### src/rtl/game_sprite_sequencer.sv
// game_sprite_sequencer
// ---------------------
// Sequences one sprite's control/motion block through spawn, run, death and
// respawn. One instance sits between the game top-level FSM and one sprite.
//
// Life cycle: IDLE -(start)-> SPAWN (1 cycle) -> RUN -(hit or exit)-> DEAD
//             -(RESPAWN_FRAMES strobes)-> SPAWN on the next lane.
// stop returns to IDLE from any state.
//
// Every output is a register. A decision taken while in a state therefore
// shows up one cycle later: the SPAWN cycle produces the write pulses in the
// first RUN cycle, and the strobe that completes a motion step produces
// sprite_enable_update in the following cycle.
//
// Handshake: there is no valid/ready pair on this block. start, stop and
// frame_strobe are single-cycle pulses sampled on every clock edge.
// sprite_write_xy/dxy and sprite_enable_update are single-cycle pulses. The
// write data is valid only while its pulse is high and reads 0 otherwise.
//
// Ports
//   clk                  system clock
//   reset                synchronous reset, active low
//   start                pulse, leave IDLE (ignored in any other state)
//   stop                 pulse, return to IDLE (beats everything but reset)
//   frame_strobe         one-cycle pulse per video frame
//   sprite_within_screen sprite on-screen status from the sprite block
//   collision            level, the sprite hit something
//   sprite_write_xy      position load pulse
//   sprite_write_dxy     speed load pulse
//   sprite_write_x/y     spawn position (valid with sprite_write_xy)
//   sprite_write_dx/dy   spawn speed (valid with sprite_write_dxy)
//   sprite_enable_update one-cycle motion step pulse, RUN only
//   active               high while the sprite is live (SPAWN/RUN)
//   lane                 current spawn lane, 0..3
//   miss_count           off-screen exits, saturating at 255
//   hit_count            collisions, saturating at 255
//   dbg_state            current FSM state (0 IDLE, 1 SPAWN, 2 RUN, 3 DEAD)

`ifndef X_WIDTH
`define X_WIDTH 10
`endif
`ifndef Y_WIDTH
`define Y_WIDTH 9
`endif

module game_sprite_sequencer #(
    parameter int DX_WIDTH       = 2,
    parameter int DY_WIDTH       = 2,
    parameter int START_X        = 0,
    parameter int START_Y        = 0,
    parameter int LANE_STEP      = 64,
    parameter int START_DX       = 1,
    parameter int START_DY       = 0,
    parameter int UPDATE_DIV     = 1,
    parameter int RESPAWN_FRAMES = 60
) (
    input  logic                  clk,
    input  logic                  reset,
    input  logic                  start,
    input  logic                  stop,
    input  logic                  frame_strobe,
    input  logic                  sprite_within_screen,
    input  logic                  collision,
    output logic                  sprite_write_xy,
    output logic                  sprite_write_dxy,
    output logic [`X_WIDTH-1:0]   sprite_write_x,
    output logic [`Y_WIDTH-1:0]   sprite_write_y,
    output logic [DX_WIDTH-1:0]   sprite_write_dx,
    output logic [DY_WIDTH-1:0]   sprite_write_dy,
    output logic                  sprite_enable_update,
    output logic                  active,
    output logic [1:0]            lane,
    output logic [7:0]            miss_count,
    output logic [7:0]            hit_count,
    output logic [1:0]            dbg_state
);

    typedef enum logic [1:0] {
        ST_IDLE  = 2'd0,
        ST_SPAWN = 2'd1,
        ST_RUN   = 2'd2,
        ST_DEAD  = 2'd3
    } state_t;

    // Parameter values cut to the width of the field they load.
    localparam logic [`X_WIDTH-1:0] START_X_W   = START_X[`X_WIDTH-1:0];
    localparam logic [`Y_WIDTH-1:0] START_Y_W   = START_Y[`Y_WIDTH-1:0];
    localparam logic [`Y_WIDTH-1:0] LANE_STEP_W = LANE_STEP[`Y_WIDTH-1:0];
    localparam logic [DX_WIDTH-1:0] START_DX_W  = START_DX[DX_WIDTH-1:0];
    localparam logic [DY_WIDTH-1:0] START_DY_W  = START_DY[DY_WIDTH-1:0];

    // Terminal values: the strobe seen while a counter holds its last value
    // is the one that completes the period.
    localparam logic [3:0] DIV_LAST  = 4'(UPDATE_DIV - 1);
    localparam logic [7:0] RESP_LAST = 8'(RESPAWN_FRAMES - 1);

    state_t               state_q;
    logic [3:0]           div_q;
    logic [7:0]           resp_q;
    logic                 seen_q;
    logic [1:0]           lane_q;
    logic [7:0]           miss_q;
    logic [7:0]           hit_q;
    logic                 active_q;
    logic                 wr_xy_q;
    logic                 wr_dxy_q;
    logic [`X_WIDTH-1:0]  wr_x_q;
    logic [`Y_WIDTH-1:0]  wr_y_q;
    logic [DX_WIDTH-1:0]  wr_dx_q;
    logic [DY_WIDTH-1:0]  wr_dy_q;
    logic                 upd_q;

    // Spawn row for the current lane; wraps naturally at the Y field width.
    logic [`Y_WIDTH-1:0]  spawn_y_d;
    logic                 exit_d;

    assign spawn_y_d = START_Y_W + LANE_STEP_W * {{(`Y_WIDTH-2){1'b0}}, lane_q};

    // The sprite only counts as having left the screen after it has been
    // seen on it at least once; a sprite that spawns off-screen and never
    // enters stays in RUN.
    assign exit_d = seen_q && !sprite_within_screen;

    always_ff @(posedge clk) begin
        if (!reset) begin
            state_q  <= ST_IDLE;
            div_q    <= '0;
            resp_q   <= '0;
            seen_q   <= 1'b0;
            lane_q   <= '0;
            miss_q   <= '0;
            hit_q    <= '0;
            active_q <= 1'b0;
            wr_xy_q  <= 1'b0;
            wr_dxy_q <= 1'b0;
            wr_x_q   <= '0;
            wr_y_q   <= '0;
            wr_dx_q  <= '0;
            wr_dy_q  <= '0;
            upd_q    <= 1'b0;
        end else begin
            // Pulses and their data default low every cycle; only the
            // branches below raise them for a single cycle.
            wr_xy_q  <= 1'b0;
            wr_dxy_q <= 1'b0;
            wr_x_q   <= '0;
            wr_y_q   <= '0;
            wr_dx_q  <= '0;
            wr_dy_q  <= '0;
            upd_q    <= 1'b0;

            if (stop) begin
                // Counters, lane and divider are left untouched.
                state_q  <= ST_IDLE;
                active_q <= 1'b0;
            end else begin
                case (state_q)
                    ST_IDLE: begin
                        active_q <= 1'b0;
                        if (start) begin
                            state_q <= ST_SPAWN;
                        end
                    end

                    ST_SPAWN: begin
                        wr_xy_q  <= 1'b1;
                        wr_dxy_q <= 1'b1;
                        wr_x_q   <= START_X_W;
                        wr_y_q   <= spawn_y_d;
                        wr_dx_q  <= START_DX_W;
                        wr_dy_q  <= START_DY_W;
                        div_q    <= '0;
                        seen_q   <= 1'b0;
                        // A stop during DEAD can leave a partial respawn
                        // count behind; start every life from zero.
                        resp_q   <= '0;
                        active_q <= 1'b1;
                        state_q  <= ST_RUN;
                    end

                    ST_RUN: begin
                        if (sprite_within_screen) begin
                            seen_q <= 1'b1;
                        end
                        if (collision) begin
                            // A hit wins over a simultaneous exit.
                            if (hit_q != 8'hFF) begin
                                hit_q <= hit_q + 8'd1;
                            end
                            active_q <= 1'b0;
                            state_q  <= ST_DEAD;
                        end else if (exit_d) begin
                            if (miss_q != 8'hFF) begin
                                miss_q <= miss_q + 8'd1;
                            end
                            active_q <= 1'b0;
                            state_q  <= ST_DEAD;
                        end else begin
                            // Motion steps only while staying in RUN, so a
                            // strobe on the dying cycle produces no pulse.
                            active_q <= 1'b1;
                            if (frame_strobe) begin
                                if (div_q == DIV_LAST) begin
                                    div_q <= '0;
                                    upd_q <= 1'b1;
                                end else begin
                                    div_q <= div_q + 4'd1;
                                end
                            end
                        end
                    end

                    ST_DEAD: begin
                        active_q <= 1'b0;
                        if (frame_strobe) begin
                            if (resp_q == RESP_LAST) begin
                                resp_q  <= '0;
                                lane_q  <= lane_q + 2'd1;
                                state_q <= ST_SPAWN;
                            end else begin
                                resp_q <= resp_q + 8'd1;
                            end
                        end
                    end

                    default: begin
                        state_q <= ST_IDLE;
                    end
                endcase
            end
        end
    end

    assign sprite_write_xy      = wr_xy_q;
    assign sprite_write_dxy     = wr_dxy_q;
    assign sprite_write_x       = wr_x_q;
    assign sprite_write_y       = wr_y_q;
    assign sprite_write_dx      = wr_dx_q;
    assign sprite_write_dy      = wr_dy_q;
    assign sprite_enable_update = upd_q;
    assign active               = active_q;
    assign lane                 = lane_q;
    assign miss_count           = miss_q;
    assign hit_count            = hit_q;
    assign dbg_state            = state_q;

endmodule
### config.mk
export PLATFORM = sky130hd
export DESIGN_NAME = game_sprite_sequencer
export DESIGN_NICKNAME = d
export VERILOG_FILES = /design/src/rtl/game_sprite_sequencer.sv
export SDC_FILE = /design/constraint.sdc
export NUM_CORES = 1
export LEC_CHECK = 0
export CAP_MARGIN = 10
export CORE_MARGIN = 2
export CORE_UTILIZATION = 48
export CTS_CLUSTER_SIZE = 16
export DETAILED_ROUTE_END_ITERATION = 8
export MAX_ROUTING_LAYER = met4
export PLACE_DENSITY = 0.79
export SLEW_MARGIN = 20
export SYNTH_ARGS = -nofsm -noshare
export SYNTH_HDL_FRONTEND = slang
export SYNTH_SLANG_ARGS = --single-unit
export TNS_END_PERCENT = 100
### constraint.sdc
create_clock -name clk -period 2.26 [get_ports clk]
set_input_delay 0.565 -clock clk [delete_from_list [all_inputs] [get_ports clk]]
set_output_delay 0.565 -clock clk [all_outputs]
set_load 0.02 [all_outputs]
==> results of run 1 <==
stage by stage:
step,cell area (um2),setup WS [ns],util,std cells
floorplan,2141,0.4140,-,251
global placement,2414,0.1132,0.5906,317
detailed placement,2414,0.04359,0.5906,317
CTS,2551,0.2466,0.6243,325
global route,2551,0.1546,0.6243,325
finish,2551,0.2578,0.6243,325
layout by cell type, fill, tap and decap left out, drive strengths merged, types with 5 or more instances in the layout:
cell | Yosys | layout
nand3 | 15 | 15
clkdlybuf4s50 | 0 | 33
nor2 | 24 | 24
conb | 1 | 20
mux2i | 5 | 5
xnor2 | 8 | 8
inv | 8 | 8
o31ai | 7 | 7
dfxtp | 38 | 38
or4 | 5 | 5
buf | 24 | 9
ha | 10 | 10
o21ai | 7 | 7
nand4 | 6 | 6
nand2 | 16 | 16
xor2 | 5 | 5
a21oi | 12 | 12
clkbuf | 2 | 5
synthesized netlist by cell type, drive strengths merged, types with 2 or more instances:
library cell  count
and3b             2
o31ai             7
nor3b             2
dfxtp            38
nand2            16
ha               10
a31oi             2
nor4b             2
xor2              5
inv               8
nand3            15
o211ai            3
a21oi            12
nand2b            3
or4               5
nand3b            2
or3               4
nand4             6
mux2i             5
nor2             24
clkbuf            2
buf              24
nor3              2
o21ai             7
and3              4
xnor2             8
cell families after synthesis:
kind of cell             synth area share
AO/OA/AOI/OAI                      0.1409
XOR/XNOR                          0.05502
adder cells (fa/ha/maj)           0.06046
buffers and inverters              0.1052
flip-flops                         0.3676
multiplexers                      0.02418
other                            0.001812
AND/OR/NAND/NOR                    0.2449
worst max path at each step:
stage,slack [ns],start,end,depth (start not counted)
6_report,0.26,miss_count[2],miss_count[2],1
5_1_grt,0.15,dbg_state[1],resp_q[6],5
4_1_cts,0.25,miss_count[2],miss_count[2],1
2_1_floorplan,0.41,dbg_state[0],div_q[2],6
3_5_place_dp,0.04,collision,hit_count[5],5
3_3_place_gp,0.11,collision,hit_count[7],5
where the power goes:
part           internal [uW]  switching [uW]  total [uW]
Clock                    442             246         688
Combinational           42.5            82.1         125
Sequential               673            4.79         678
Total                   1160             333        1490
flip-flops by register name, indices dropped and copies added, names as in the netlist:
register,cells
hit_count,8
miss_count,8
resp_q,8
div_q,4
dbg_state,2
lane,2
sprite_write_y,2
active,1
seen_q,1
sprite_enable_update,1
sprite_write_dx,1
metal layers:
| layer | vias to the layer above | track usage | wire [um] |
|---|---|---|---|
| li1 | 868 | - | - |
| met1 | 787 | 0.2326 | 1840 |
| met2 | 60 | 0.2917 | 1941 |
| met3 | 8 | 0.04797 | 226 |
| met4 | 0 | 0.07479 | 73 |
| met5 | - | - | 0 |
cell type report:
cell class / count / area, um2 / area share
clock buffers: 5 / 68.82 / 0.02697
multi-input cells: 179 / 1162 / 0.4556
flip-flops and latches: 38 / 760.7 / 0.2982
inverters: 8 / 30.03 / 0.01177
well taps: 50 / 62.56 / 0.02452
clock inverters: 3 / 68.82 / 0.02697
repair buffers: 42 / 397.9 / 0.1560
==> results.cfg, run 1 <==
[grt]
grt_pass1_wl_mm = 7.293
grt_antenna_before_repair = 0
grt_pass1_vias = 1588
track_usage = 0.1873
grt_max_degree = 18
grt.overflow.total = 0

[critical_path]
slowest_stage = clkdlybuf4s50_1
cp_top_family = buffers and inverters
start_kind = flip-flop
reg2reg_slack_ns = 0.32
path_class = flip-flop to output port
arrival_ns = 1.44
critPathMaxStageDelay_ns = 0.66
crit_buf_inv = 1
r2r_end = resp_q[6]
crit_fanout = 6
r2r_cells = 5
critical_path_required_ns = 1.69
reg2reg_from = dbg_state[1]
end_kind = output port
cp_cell_sequence = clkdlybuf4s50_1

[route]
drt-initial-drc-count = 103
drtPass1Iterations = 6
wirelength_mm = 4.081
routed_via_density = 5.302
via_count = 1723
drc_errors = 0
ant_nets = 0
routedWlPerCell_um = 12.56

[clocking]
cts.repair.resized = 0
clock_latency_ns = 0.29
clockBufferDepth = 2
cts_max_level = 2
clk_pin_slew_ns = 0.08
root_buffer = clkbuf_8
clock_sinks = 38
numCtsBuffers = 5
cts_tree = built
cts_setup_buffers = 0
holdBufCountCts = 0

[logic_synthesis]
syn_inst = 232
yosys-top-cells-area = dfxtp_1, buf_4, ha_1, nor2_1, nand3_1
synth_area_per_cell_um2 = 8.920
ys_ff_latch = 38
synthFlopType = dfxtp_1
yosys_warnings = 0
synth_top_area_share = 0.3676
synth_edf_count = 0
netlist_area_um2 = 2069
synth_async_sr_flop_share = 0
yosys.area.top_type = dfxtp_1
ys_types = 49
seq_area_frac_synth = 0.3676

[worst_hold_path]
hold_path_end = div_q[1]
min_path_cells = 2
hp-class = flip-flop to flip-flop
holdCritStartpoint = div_q[1]

[sta]
hold_viol_final = 0
fin_crit_sh = 0.8859
max_slew.worst_pin.slew_ns = 0.7670
timing.fmax_mhz = 499.4
period_needed_ns = 2.002
rsz0062_at_grt = no
slew_headroom = 0.4740
fin_tns_setup_ns = 0
drv_slew = 0
setup_viol = 0
fin_skew_ns = 0.004564
whs_ns = 0.4959

[die]
initial_utilization = 0.5064
die_area_um2 = 4853
die_y_um = 69.66
die_w_um = 69.66
rows = 23
core_um2 = 4086
num_io_pins = 54

[cells_and_area]
n_fill_cell = 364
nNetsFinal = 291
syn2layout_area_growth_pct = 23.28
drive_above_1_share = 0.09091
diodes = 0

[power_and_ir_drop]
power_density_nw_per_um2 = 584.5
p_leak_uw = 0.0009767
vdd_drop_max_uv = 384.7
power_uw = 1491

[place]
portBuffers = 33
gp_congestion = 0.8047
hpwl_mm = 3.044

[status]
outcome = complete, no violations

[run]
drv_cap = 0
No activity file was read; power rests on OpenSTA's default activity.
==> run 2, diff against run 1 <==
--- a/config.mk
+++ b/config.mk
@@ -12,6 +12,7 @@
 export DETAILED_ROUTE_END_ITERATION = 8
 export MAX_ROUTING_LAYER = met4
 export PLACE_DENSITY = 0.79
+export SKIP_LAST_GASP = 1
 export SLEW_MARGIN = 20
 export SYNTH_ARGS = -nofsm -noshare
 export SYNTH_HDL_FRONTEND = slang
==> results of run 2 <==
The final DEF is identical to that of run 1; final timing and power are the same.
